<file path="config.mk">
export PLATFORM = sky130hd
export DESIGN_NAME = alu_wb_queue
export DESIGN_NICKNAME = d
export VERILOG_FILES = /design/src/rtl/alu_wb_queue.sv
export SDC_FILE = /design/constraint.sdc
export NUM_CORES = 1
export LEC_CHECK = 0
export ABC_CLOCK_PERIOD_IN_PS = 4750
export CORE_UTILIZATION = 45
export DETAILED_ROUTE_END_ITERATION = 8
export GPL_ROUTABILITY_DRIVEN = 0
export HOLD_SLACK_MARGIN = 0.15
export PLACE_DENSITY = 0.68
export SLEW_MARGIN = 25
export SYNTH_ARGS = -nofsm -noshare
export SYNTH_HDL_FRONTEND = slang
export SYNTH_SLANG_ARGS = --single-unit
</file>
<file path="constraint.sdc">
create_clock -name clk -period 4.75 [get_ports clk]
set_input_delay 0.95 -clock clk [delete_from_list [all_inputs] [get_ports clk]]
set_output_delay 0.95 -clock clk [all_outputs]
set_load 0.02 [all_outputs]
</file>
<file path="src/rtl/alu_wb_queue.sv">
// Writeback queue behind the 1-cycle ALU: pairs each destination with its result, buffers it, drains to the register file.
// Optional feature macro: ALU_WB_FLAGS_EN (zero/negative flags of the last committed result).
module alu_wb_queue #(
  parameter int DEPTH = 4,
  parameter int DW    = 16,
  parameter int RW    = 3
) (
  input  logic                         clk,
  input  logic                         rst,
  input  logic                         issue_valid,
  input  logic [RW-1:0]                issue_rd,
  output logic                         issue_ready,
  input  logic signed [DW-1:0]         alu_out,
  output logic                         wb_valid,
  output logic [RW-1:0]                wb_rd,
  output logic [DW-1:0]                wb_data,
  input  logic                         wb_ready,
  output logic                         flag_z,
  output logic                         flag_n,
  output logic [$clog2(DEPTH+1)-1:0]   count
);

  localparam int AW = (DEPTH > 1) ? $clog2(DEPTH) : 1;
  localparam int CW = $clog2(DEPTH + 1);

  logic                 s1_vld_q, s1_vld_d;
  logic [RW-1:0]        s1_rd_q;
  logic [AW-1:0]        wr_ptr_q, wr_ptr_d;
  logic [AW-1:0]        rd_ptr_q, rd_ptr_d;
  logic [CW-1:0]        count_q, count_d;
  logic [RW-1:0]        mem_rd_q   [DEPTH];
  logic signed [DW-1:0] mem_data_q [DEPTH];
  logic                 push, pop;
  logic [CW:0]          occ;

  assign wb_valid = (count_q != '0);
  assign wb_rd    = wb_valid ? mem_rd_q[rd_ptr_q] : '0;
  assign wb_data  = wb_valid ? mem_data_q[rd_ptr_q] : '0;
  assign count    = count_q;

  // In-flight op reserves a slot so its result always has room one cycle later.
  assign occ         = {1'b0, count_q} + {{CW{1'b0}}, s1_vld_q};
  assign issue_ready = (occ < (CW+1)'(DEPTH));

  always_comb begin
    push     = s1_vld_q && (s1_rd_q != '0);
    pop      = wb_valid && wb_ready;
    s1_vld_d = issue_valid && issue_ready;
    wr_ptr_d = wr_ptr_q;
    rd_ptr_d = rd_ptr_q;
    count_d  = count_q;
    if (push) wr_ptr_d = AW'(wr_ptr_q + 1'b1);
    if (pop)  rd_ptr_d = AW'(rd_ptr_q + 1'b1);
    case ({push, pop})
      2'b10:   count_d = CW'(count_q + 1'b1);
      2'b01:   count_d = CW'(count_q - 1'b1);
      default: count_d = count_q;
    endcase
  end

  // Stage 1 boundary: issue -> result pairing; FIFO control state.
  always_ff @(posedge clk) begin
    if (rst) begin
      s1_vld_q <= 1'b0;
      wr_ptr_q <= '0;
      rd_ptr_q <= '0;
      count_q  <= '0;
    end else begin
      s1_vld_q <= s1_vld_d;
      wr_ptr_q <= wr_ptr_d;
      rd_ptr_q <= rd_ptr_d;
      count_q  <= count_d;
    end
  end

  // Datapath storage carries no reset; the empty-mux hides stale contents.
  always_ff @(posedge clk) begin
    s1_rd_q <= issue_rd;
    if (push && !rst) begin
      mem_rd_q[wr_ptr_q]   <= s1_rd_q;
      mem_data_q[wr_ptr_q] <= alu_out;
    end
  end

`ifdef ALU_WB_FLAGS_EN
  logic flag_z_q, flag_n_q;

  always_ff @(posedge clk) begin
    if (rst) begin
      flag_z_q <= 1'b0;
      flag_n_q <= 1'b0;
    end else if (pop) begin
      flag_z_q <= (wb_data == '0);
      flag_n_q <= wb_data[DW-1];
    end
  end

  assign flag_z = flag_z_q;
  assign flag_n = flag_n_q;
`else
  assign flag_z = 1'b0;
  assign flag_n = 1'b0;
`endif

endmodule

</file>
==> results of run 1 <==
[cells in the mapped netlist (2+ instances only)]
library cell | n | area [um2]
and2_1 | 4 | 25.0
nor2b_1 | 19 | 119
mux4_2 | 19 | 428
xor2_1 | 3 | 26.3
ha_1 | 5 | 62.6
dfxtp_1 | 13 | 260
or3_1 | 2 | 12.5
buf_6 | 2 | 22.5
o21ai_0 | 2 | 10.0
nor2_1 | 8 | 30.0
clkbuf_1 | 3 | 11.3
edfxtp_1 | 76 | 2280
buf_2 | 2 | 10.0
inv_1 | 7 | 26.3
buf_4 | 2 | 15.0
a21oi_1 | 3 | 15.0
[per-stage QoR]
step	cell area, um2	utilization	total power, mW	hold slack (ps)
3_3_place_gp	3990	0.544	1.67	467
2_1_floorplan	3450	-	1.38	459
3_5_place_dp	3990	0.544	1.68	493
6_report	4200	0.572	2.16	505
4_1_cts	4200	0.572	2.20	508
5_1_grt	4200	0.572	2.28	553
[worst max path at each step]
stage,endpoint,from
finish,wb_data[13],register
global route,wb_data[13],register
CTS,wb_data[13],register
detailed placement,wb_data[13],register
global placement,wb_data[13],register
floorplan,count[2]$_SDFFE_PP0P_,wb_ready
[worst max-delay path: cells and delay by family (launching register included)]
kind	cells	cell delay, ps
and+or+nand+nor	1	140
buffers and inverters	2	890
DFF	1	740
muxes	1	530
[per-layer routing]
| layer | vias up | wire length, um | track usage |
|---|---|---|---|
| li1 | 786 | - | - |
| met3 | 11 | 204 | 0.0323 |
| met2 | 36 | 2660 | 0.253 |
| met4 | 0 | 118 | 0.0866 |
| met1 | 814 | 2230 | 0.163 |
| met5 | - | 0 | 0 |
[power by group through the flow]
stage,registers (mW),logic (mW),clock network [mW]
5_1_grt,0.944,0.768,0.568
6_report,0.935,0.704,0.526
4_1_cts,0.937,0.722,0.540
3_3_place_gp,0.955,0.716,0
2_1_floorplan,0.932,0.451,0
3_5_place_dp,0.955,0.720,0
[sequential cells by signal (all words and copies together), names as in the netlist, named ones only]
name / flops
count: 3
mem_data_q: 64
mem_rd_q: 12
rd_ptr_q: 2
s1_rd_q: 3
s1_vld_q: 1
wr_ptr_q: 2
[kinds of logic (layout without fill, tap and decap cells)]
logic type | after synthesis | in the layout
other cells | 1 | 2
compound gates | 8 | 8
flops | 89 | 89
xor+xnor | 4 | 4
fa+ha+maj | 6 | 6
mux | 20 | 20
simple gates | 36 | 36
buf+inv | 16 | 71
[area by class of cell]
| class | count | area [um2] |
|---|---|---|
| fill | 556 | 3130 |
| multi-input combinational | 76 | 823 |
| sequential | 89 | 2540 |
| inverter | 7 | 26.3 |
| clock inverter | 7 | 81.3 |
| timing repair buffer | 48 | 475 |
| clock buffer | 9 | 124 |
| tap | 99 | 124 |
==> impl_metrics.env, run 1 <==
export IMPL_synthArstFlopShare=0
export IMPL_required_ps=3800
export IMPL_power_density_mw_per_mm2=516
export IMPL_drc_errors=0
export IMPL_worstMarginPinSlew_ps=1020
export IMPL_nets=260
export IMPL_grt_pass1_wl_um=7880
export IMPL_slowest_delay_ps=740
export IMPL_fmax_mhz=277
export IMPL_fin_crit_sh=0.759
export IMPL_hold_buffers=0
export IMPL_clkSinkCount=89
export IMPL_initial_core_util=0.470
export IMPL_io_buffers=46
export IMPL_critPathArrivalTime_ps=2660
export IMPL_hold_violations=0
export IMPL_layout_common_cells="76 x edfxtp_1, 46 x clkdlybuf4s50_1, 19 x mux4_2, 19 x nor2b_1, 13 x dfxtp_1"
export IMPL_grt_max_degree=23
export IMPL_path_max_fanout=10
export IMPL_drt_wl_total_um=5210
export IMPL_slowest_stage="dfxtp_1"
export IMPL_r2r_start="s1_rd_q[1]$_DFF_P_"
export IMPL_synth_top_family_by_area="multiplexers"
export IMPL_yosysWarnings=0
export IMPL_cts_root_buf="clkbuf_8"
export IMPL_synth_mux_area_frac=0.127
export IMPL_grt_antenna_before_repair=0
export IMPL_start_kind="register"
export IMPL_fin_cells=335
export IMPL_period_needed_ps=3610
export IMPL_vias=1647
export IMPL_io_pin_count=49
export IMPL_hpwl_um=3250
export IMPL_intPower_mw=1.50
export IMPL_yosysSeqAreaShare=0.739
export IMPL_die_w_um=89.5
export IMPL_synth_cells=180
export IMPL_hold_class="register to register"
export IMPL_min_from="rd_ptr_q[1]$_SDFFE_PP0P_"
export IMPL_synth_compound_area_frac=0.0149
export IMPL_place_ws_ps=1440
export IMPL_synthFlopType="edfxtp_1"
export IMPL_avgSynthCellArea_um2=19.1
export IMPL_worst_slack_ps=1140
export IMPL_h_tree_depth=3
export IMPL_tritoncts="yes"
export IMPL_cts_buffers_inserted=9
export IMPL_ant_nets=0
export IMPL_path_class="register to primary output"
export IMPL_critPathCaptureType="primary output"
export IMPL_hold_path_depth=2
export IMPL_layout_commonest_cell="edfxtp_1"
export IMPL_wl_per_cell_um=15.5
export IMPL_synth_cell_types=26
export IMPL_cts_setup_buffers=0
export IMPL_skew_ps=13.8
export IMPL_path_clk_slew_ps=90
export IMPL_ys_seq_elements=89
export IMPL_die_y_um=89.5
export IMPL_dp_cells=319
export IMPL_setup_tns_final_ps=0
export IMPL_synthAdderAreaFrac=0.0240
export IMPL_hold_end="rd_ptr_q[1]$_SDFFE_PP0P_"
export IMPL_gr_total_overflow=0
export IMPL_post_cts_resized=0
export IMPL_maxSlewHeadroom=0.321
export IMPL_power_frac_clock=0.243
export IMPL_coreArea_mm2=0.00733
export IMPL_synthXorXnorAreaFrac=0.0102
export IMPL_status="complete, no violations"
export IMPL_regToRegSetupSlack_ps=2590
export IMPL_ir_drop_v=0.000277
export IMPL_pwr_share_seq=0.432
export IMPL_p_leak_nw=1.35
export IMPL_syn_to_final_growth_pct=21.9
export IMPL_drive_gt1_frac=0.165
export IMPL_dr_pass1_iters=4
export IMPL_clk_path_buf_depth=2
export IMPL_drv_slew=0
export IMPL_drt_initial_drc_count=47
export IMPL_synth_simple_area_share=0.0593
export IMPL_synth_edf_count=76
export IMPL_grt_pass1_vias=1592
export IMPL_p_sw_frac=0.307
export IMPL_reg2reg_to="count[2]$_SDFFE_PP0P_"
export IMPL_maxCapViolations=0
export IMPL_crit_chain="buf_4 > mux4_2 > nor2b_1 > clkdlybuf4s50_1"
export IMPL_routed_via_density=4.92
export IMPL_num_antenna_cells=0
export IMPL_rr_worst_depth=7
export IMPL_comb_power_share=0.325
export IMPL_insertion_delay_ps=360
export IMPL_grt_use_total=0.145
export IMPL_synth_cell_area_mm2=0.00344
export IMPL_setup_violations=0
export IMPL_grt_setup_unrepaired="false"
export IMPL_rows=31
export IMPL_p_sw_uw=665
export IMPL_die_area_mm2=0.00800
(Power assumes the default switching activity.)
==> run 2, diff against run 1 <==
Settings changed: ABC_CLOCK_PERIOD_IN_PS 4750 to 3650.
Clock period 4.75 ns to 3.65 ns, I/O delays scaled along.
==> run 2 against run 1 <==
Net effect: flip-flop and latch count stayed put; critical path depth unchanged; combinational power increased by 37%; register-to-register slack worse by 1200 ps; setup slack worse by 510 ps; critical endpoint is now wb_data[7]; largest cell class unchanged.
==> impl_metrics.env, run 2 (same netlist as run 1, synthesis figures left out) <==
export IMPL_status="complete, no violations"
export IMPL_dp_cells=325
export IMPL_critPathBufInv=2
export IMPL_hold_path_depth=2
export IMPL_place_area_mm2=0.00405
export IMPL_timing_hold_ws_ps=501
export IMPL_p_sw_uw=850
export IMPL_io_buffers=46
export IMPL_fin_cells=341
export IMPL_power_density_mw_per_mm2=660
export IMPL_die_w_um=89.5
export IMPL_cts_buffers_inserted=9
export IMPL_insertion_delay_ps=340
export IMPL_num_antenna_cells=0
export IMPL_drv_slew=0
export IMPL_post_cts_resized=0
export IMPL_largest_register_ffs=64
export IMPL_drc_errors=0
export IMPL_hold_class="register to register"
export IMPL_required_ps=2920
export IMPL_drt_wl_total_um=5330
export IMPL_routed_via_density=4.88
export IMPL_p_leak_nw=1.38
export IMPL_top_regs="mem_data_q x64, mem_rd_q x12"
export IMPL_tritoncts="yes"
export IMPL_critPathCaptureType="primary output"
export IMPL_pwr_share_seq=0.425
export IMPL_fin_crit_sh=0.826
export IMPL_crit_chain="nor3_2 > buf_4 > nor2b_1 > clkdlybuf4s50_1"
export IMPL_skew_ps=7.34
export IMPL_initial_core_util=0.470
export IMPL_cp_top_family="buffers and inverters"
export IMPL_final_cell_area_mm2=0.00424
export IMPL_nFillCells=541
export IMPL_slowest_stage="nor3_2"
export IMPL_slowest_delay_ps=630
export IMPL_clkSinkCount=89
export IMPL_top_layer="met4"
export IMPL_coreArea_mm2=0.00733
export IMPL_path_clk_slew_ps=80
export IMPL_die_y_um=89.5
export IMPL_drive_gt1_frac=0.182
export IMPL_grt_pass1_vias=1602
export IMPL_hpwl_um=3490
export IMPL_top_register="mem_data_q"
export IMPL_dr_wl_met2_um=2640
export IMPL_worstMarginPinSlew_ps=709
export IMPL_rows=31
export IMPL_regToRegSetupSlack_ps=1410
export IMPL_grt_pass1_wl_um=8350
export IMPL_critPathArrivalTime_ps=2290
export IMPL_hold_buffers=0
export IMPL_fmax_mhz=332
export IMPL_start_kind="register"
export IMPL_cts_setup_buffers=0
export IMPL_io_pin_count=49
export IMPL_grt_max_degree=20
export IMPL_nets=266
export IMPL_fin_util=0.579
export IMPL_maxSlewHeadroom=0.525
export IMPL_die_area_mm2=0.00800
export IMPL_path_max_fanout=13
export IMPL_place_ws_ps=922
export IMPL_gr_total_overflow=0
export IMPL_path_depth=4
export IMPL_vias=1663
export IMPL_power_mw=2.80
export IMPL_comb_power_share=0.343
export IMPL_wl_per_cell_um=15.6
export IMPL_hold_violations=0
export IMPL_intPower_mw=1.95
export IMPL_grt_setup_unrepaired="false"
export IMPL_met3WireLength_um=156
export IMPL_maxCapViolations=0
export IMPL_ant_nets=0
export IMPL_path_class="register to primary output"
export IMPL_period_needed_ps=3020
export IMPL_grt_antenna_before_repair=0
export IMPL_rr_worst_depth=7
export IMPL_worst_slack_ps=634
export IMPL_syn_to_final_growth_pct=23.3
export IMPL_power_frac_clock=0.231
export IMPL_dr_pass1_iters=4
export IMPL_drt_initial_drc_count=107
export IMPL_p_sw_frac=0.303
export IMPL_grt_use_total=0.150
export IMPL_setup_tns_final_ps=0
export IMPL_cts_root_buf="clkbuf_8"
export IMPL_h_tree_depth=3
export IMPL_met1_length_um=2450
export IMPL_setup_violations=0
export IMPL_layout_commonest_cell="edfxtp_1"
export IMPL_clk_path_buf_depth=2
export IMPL_layout_common_cells="76 x edfxtp_1, 46 x clkdlybuf4s50_1, 19 x mux4_2, 19 x nor2b_1, 13 x dfxtp_1"
export IMPL_ir_drop_v=0.000338
run 2: cell count changes in the layout (fill, tap and decap cells not counted), sizes merged:
cell,previous run,this run
buf,2,8
clkbuf,9,10
clkinv,0,2
clkinvlp,1,2
inv,12,8
run 2: layer usage:
metal  up-vias  track usage
met5         -            0
met4         0       0.0823
met3         7       0.0286
met2        33        0.230
met1       829        0.206
li1        794            -
run 2: area by class of cell:
class / instances / area (um2) / share of cell area
inverter: 7 / 26.3 / 0.00619
timing repair buffer: 54 / 533 / 0.126
clock inverter: 6 / 67.6 / 0.0159
clock buffer: 10 / 128 / 0.0301
multi-input combinational: 76 / 823 / 0.194
sequential: 89 / 2540 / 0.599
tap: 99 / 124 / 0.0292
run 2: power by group through the flow:
stage / sequential, mW / combinational [mW] / clock, mW
floorplan: 1.21 / 0.587 / 0
global placement: 1.21 / 0.975 / 0
detailed placement: 1.21 / 0.981 / 0
CTS: 1.19 / 0.983 / 0.667
global route: 1.20 / 1.05 / 0.707
finish: 1.19 / 0.962 / 0.648
run 2: final timing paths:
kind,start,to
max,count[0]$_SDFFE_PP0P_,wb_data[7]
min,rd_ptr_q[1]$_SDFFE_PP0P_,register
min reg2reg,rd_ptr_q[1]$_SDFFE_PP0P_,register
max reg2reg,s1_rd_q[1]$_DFF_P_,count[2]$_SDFFE_PP0P_
run 2: worst register-to-register path, cell delays in order, from the launching register on:
cell	delay, ps
dfxtp_1	360
o31ai_2	500
ha_1	270
inv_1	60
fa_1	370
xor2_1	150
or3_1	300
a21oi_1	150
==> run 3, diff against run 2 <==
Settings changed: ABC_CLOCK_PERIOD_IN_PS 3650 to 2800.
Clock period 3.65 ns to 2.8 ns, I/O delays scaled along.
==> run 3 against run 2 <==
Net effect: critical path depth unchanged; total power increased by 31%; die area unchanged; via count grew 0.66%; first-iteration DRC count decreased by 36%; cell count increased by 1.2%; utilization rose by 0.65 points; global-route usage is 0.28 points higher.
==> impl_metrics.env, run 3 (same netlist as run 1, synthesis figures left out) <==
export IMPL_ant_nets=0
export IMPL_top_regs="mem_data_q x64, mem_rd_q x12"
export IMPL_hold_violations=0
export IMPL_required_ps=2240
export IMPL_drt_wl_total_um=5380
export IMPL_maxSlewHeadroom=0.642
export IMPL_drt_initial_drc_count=69
export IMPL_drv_slew=0
export IMPL_coreArea_mm2=0.00733
export IMPL_register_area_mm2=0.00254
export IMPL_path_clk_slew_ps=80
export IMPL_reg2reg_to="count[2]$_SDFFE_PP0P_"
export IMPL_hold_class="register to register"
export IMPL_comb_power_share=0.347
export IMPL_ir_drop_v=0.000643
export IMPL_hold_buffers=0
export IMPL_place_ws_ps=294
export IMPL_pwr_share_seq=0.423
export IMPL_dr_wl_met2_um=2760
export IMPL_clk_path_buf_depth=2
export IMPL_grt_pass1_wl_um=8420
export IMPL_skew_ps=5.45
export IMPL_largest_register_ffs=64
export IMPL_clkSinkCount=89
export IMPL_gr_total_overflow=0
export IMPL_status="complete, no violations"
export IMPL_start_kind="register"
export IMPL_slowest_stage="clkdlybuf4s50_1"
export IMPL_period_needed_ps=2670
export IMPL_timing_hold_ws_ps=508
export IMPL_grt_pass1_vias=1709
export IMPL_r2r_start="s1_rd_q[0]$_DFF_P_"
export IMPL_grt_antenna_before_repair=0
export IMPL_rows=31
export IMPL_min_from="rd_ptr_q[1]$_SDFFE_PP0P_"
export IMPL_nets=270
export IMPL_top_layer="met4"
export IMPL_fin_util=0.585
export IMPL_cts_root_buf="clkbuf_8"
export IMPL_io_buffers=46
export IMPL_layout_common_cells="76 x edfxtp_1, 45 x clkdlybuf4s50_1, 19 x mux4_2, 19 x nor2b_1, 13 x dfxtp_1"
export IMPL_crit_chain="buf_6 > mux4_2 > nor2b_1 > clkdlybuf4s50_1"
export IMPL_drc_errors=0
export IMPL_initial_core_util=0.470
export IMPL_syn_to_final_growth_pct=24.7
export IMPL_fin_crit_sh=0.954
export IMPL_path_max_fanout=12
export IMPL_intPower_mw=2.55
export IMPL_layout_commonest_cell="edfxtp_1"
export IMPL_nFillCells=537
export IMPL_place_area_mm2=0.00409
export IMPL_h_tree_depth=3
export IMPL_final_cell_area_mm2=0.00429
export IMPL_critPathArrivalTime_ps=2110
export IMPL_hpwl_um=3700
export IMPL_hold_path_depth=2
export IMPL_critPathCaptureType="primary output"
export IMPL_p_sw_frac=0.304
export IMPL_num_antenna_cells=0
export IMPL_top_register="mem_data_q"
export IMPL_hold_end="rd_ptr_q[1]$_SDFFE_PP0P_"
export IMPL_rr_worst_depth=7
export IMPL_path_class="register to primary output"
export IMPL_worstMarginPinSlew_ps=534
export IMPL_cts_buffers_inserted=9
export IMPL_worst_slack_ps=128
export IMPL_grt_use_total=0.153
export IMPL_dr_pass1_iters=4
export IMPL_drive_gt1_frac=0.199
export IMPL_power_density_mw_per_mm2=854
export IMPL_grt_max_degree=23
export IMPL_die_area_mm2=0.00800
export IMPL_grt_setup_unrepaired="false"
export IMPL_io_pin_count=49
export IMPL_vias=1674
export IMPL_routed_via_density=4.85
export IMPL_die_w_um=89.5
export IMPL_die_y_um=89.5
export IMPL_setup_violations=0
export IMPL_met3WireLength_um=170
export IMPL_setup_tns_final_ps=0
export IMPL_slowest_delay_ps=540
export IMPL_p_leak_nw=1.43
export IMPL_insertion_delay_ps=340
export IMPL_fmax_mhz=374
export IMPL_power_frac_clock=0.230
export IMPL_tritoncts="yes"
export IMPL_maxCapViolations=0
export IMPL_regToRegSetupSlack_ps=540
export IMPL_multi_input_area_um2=823
export IMPL_wl_per_cell_um=15.6
export IMPL_met1_length_um=2300
export IMPL_p_sw_mw=1.11
run 3: cell types whose count changed in the layout (fill, tap and decap cells not counted), sizes merged:
cell / delta
clkinv: +2
buf: +4
clkbuf: -1
clkinvlp: -1
dlymetal6s2s: +1
clkdlybuf4s50: -1
run 3: area by class of cell:
type                       instances  share of cell area
clock inverter                     7              0.0163
clock buffer                       9              0.0289
inverter                           7             0.00612
sequential                        89               0.592
tap                               99              0.0289
timing repair buffer              58               0.136
multi-input combinational         76               0.192
run 3: stage by stage:
step	power (mW)	instances
floorplan	2.35	181
global placement	2.86	329
detailed placement	2.88	329
CTS	3.71	345
global route	3.87	345
finish	3.67	345
run 3: how the worst max path moves through the flow:
stage | from | endpoint | slack (ps)
3_3_place_gp | wb_ready | count[2]$_SDFFE_PP0P_ | 380
6_report | register | wb_rd[2] | 130
4_1_cts | register | wb_rd[2] | 30
3_5_place_dp | wb_ready | count[2]$_SDFFE_PP0P_ | 290
5_1_grt | register | wb_rd[2] | 4
2_1_floorplan | s1_rd_q[1]$_DFF_P_ | count[2]$_SDFFE_PP0P_ | 810
run 3: repair_timing:
| item | CTS | global route |
|---|---|---|
| gates resized for setup | 0 | 2 |
| hold endpoints to repair | 0 | 0 |
| setup endpoints to repair | 0 | 12 |
| setup buffers | 0 | 0 |
run 3: critical path, delay by kind of cell (launching register included):
| family | cells | cell delay [ps] |
|---|---|---|
| buffers and inverters | 2 | 750 |
| DFF | 1 | 350 |
| muxes | 1 | 530 |
| and+or+nand+nor | 1 | 150 |
run 3: metal layers:
metal | track usage | vias up
met5 | 0 | -
li1 | - | 801
met4 | 0.0924 | 0
met2 | 0.256 | 43
met1 | 0.182 | 817
met3 | 0.0351 | 13
run 3: power by group through the flow:
stage | logic, mW | registers, mW | clock network [mW]
2_1_floorplan | 0.765 | 1.58 | 0
3_3_place_gp | 1.28 | 1.58 | 0
3_5_place_dp | 1.30 | 1.58 | 0
4_1_cts | 1.30 | 1.55 | 0.865
5_1_grt | 1.39 | 1.56 | 0.920
6_report | 1.27 | 1.55 | 0.844
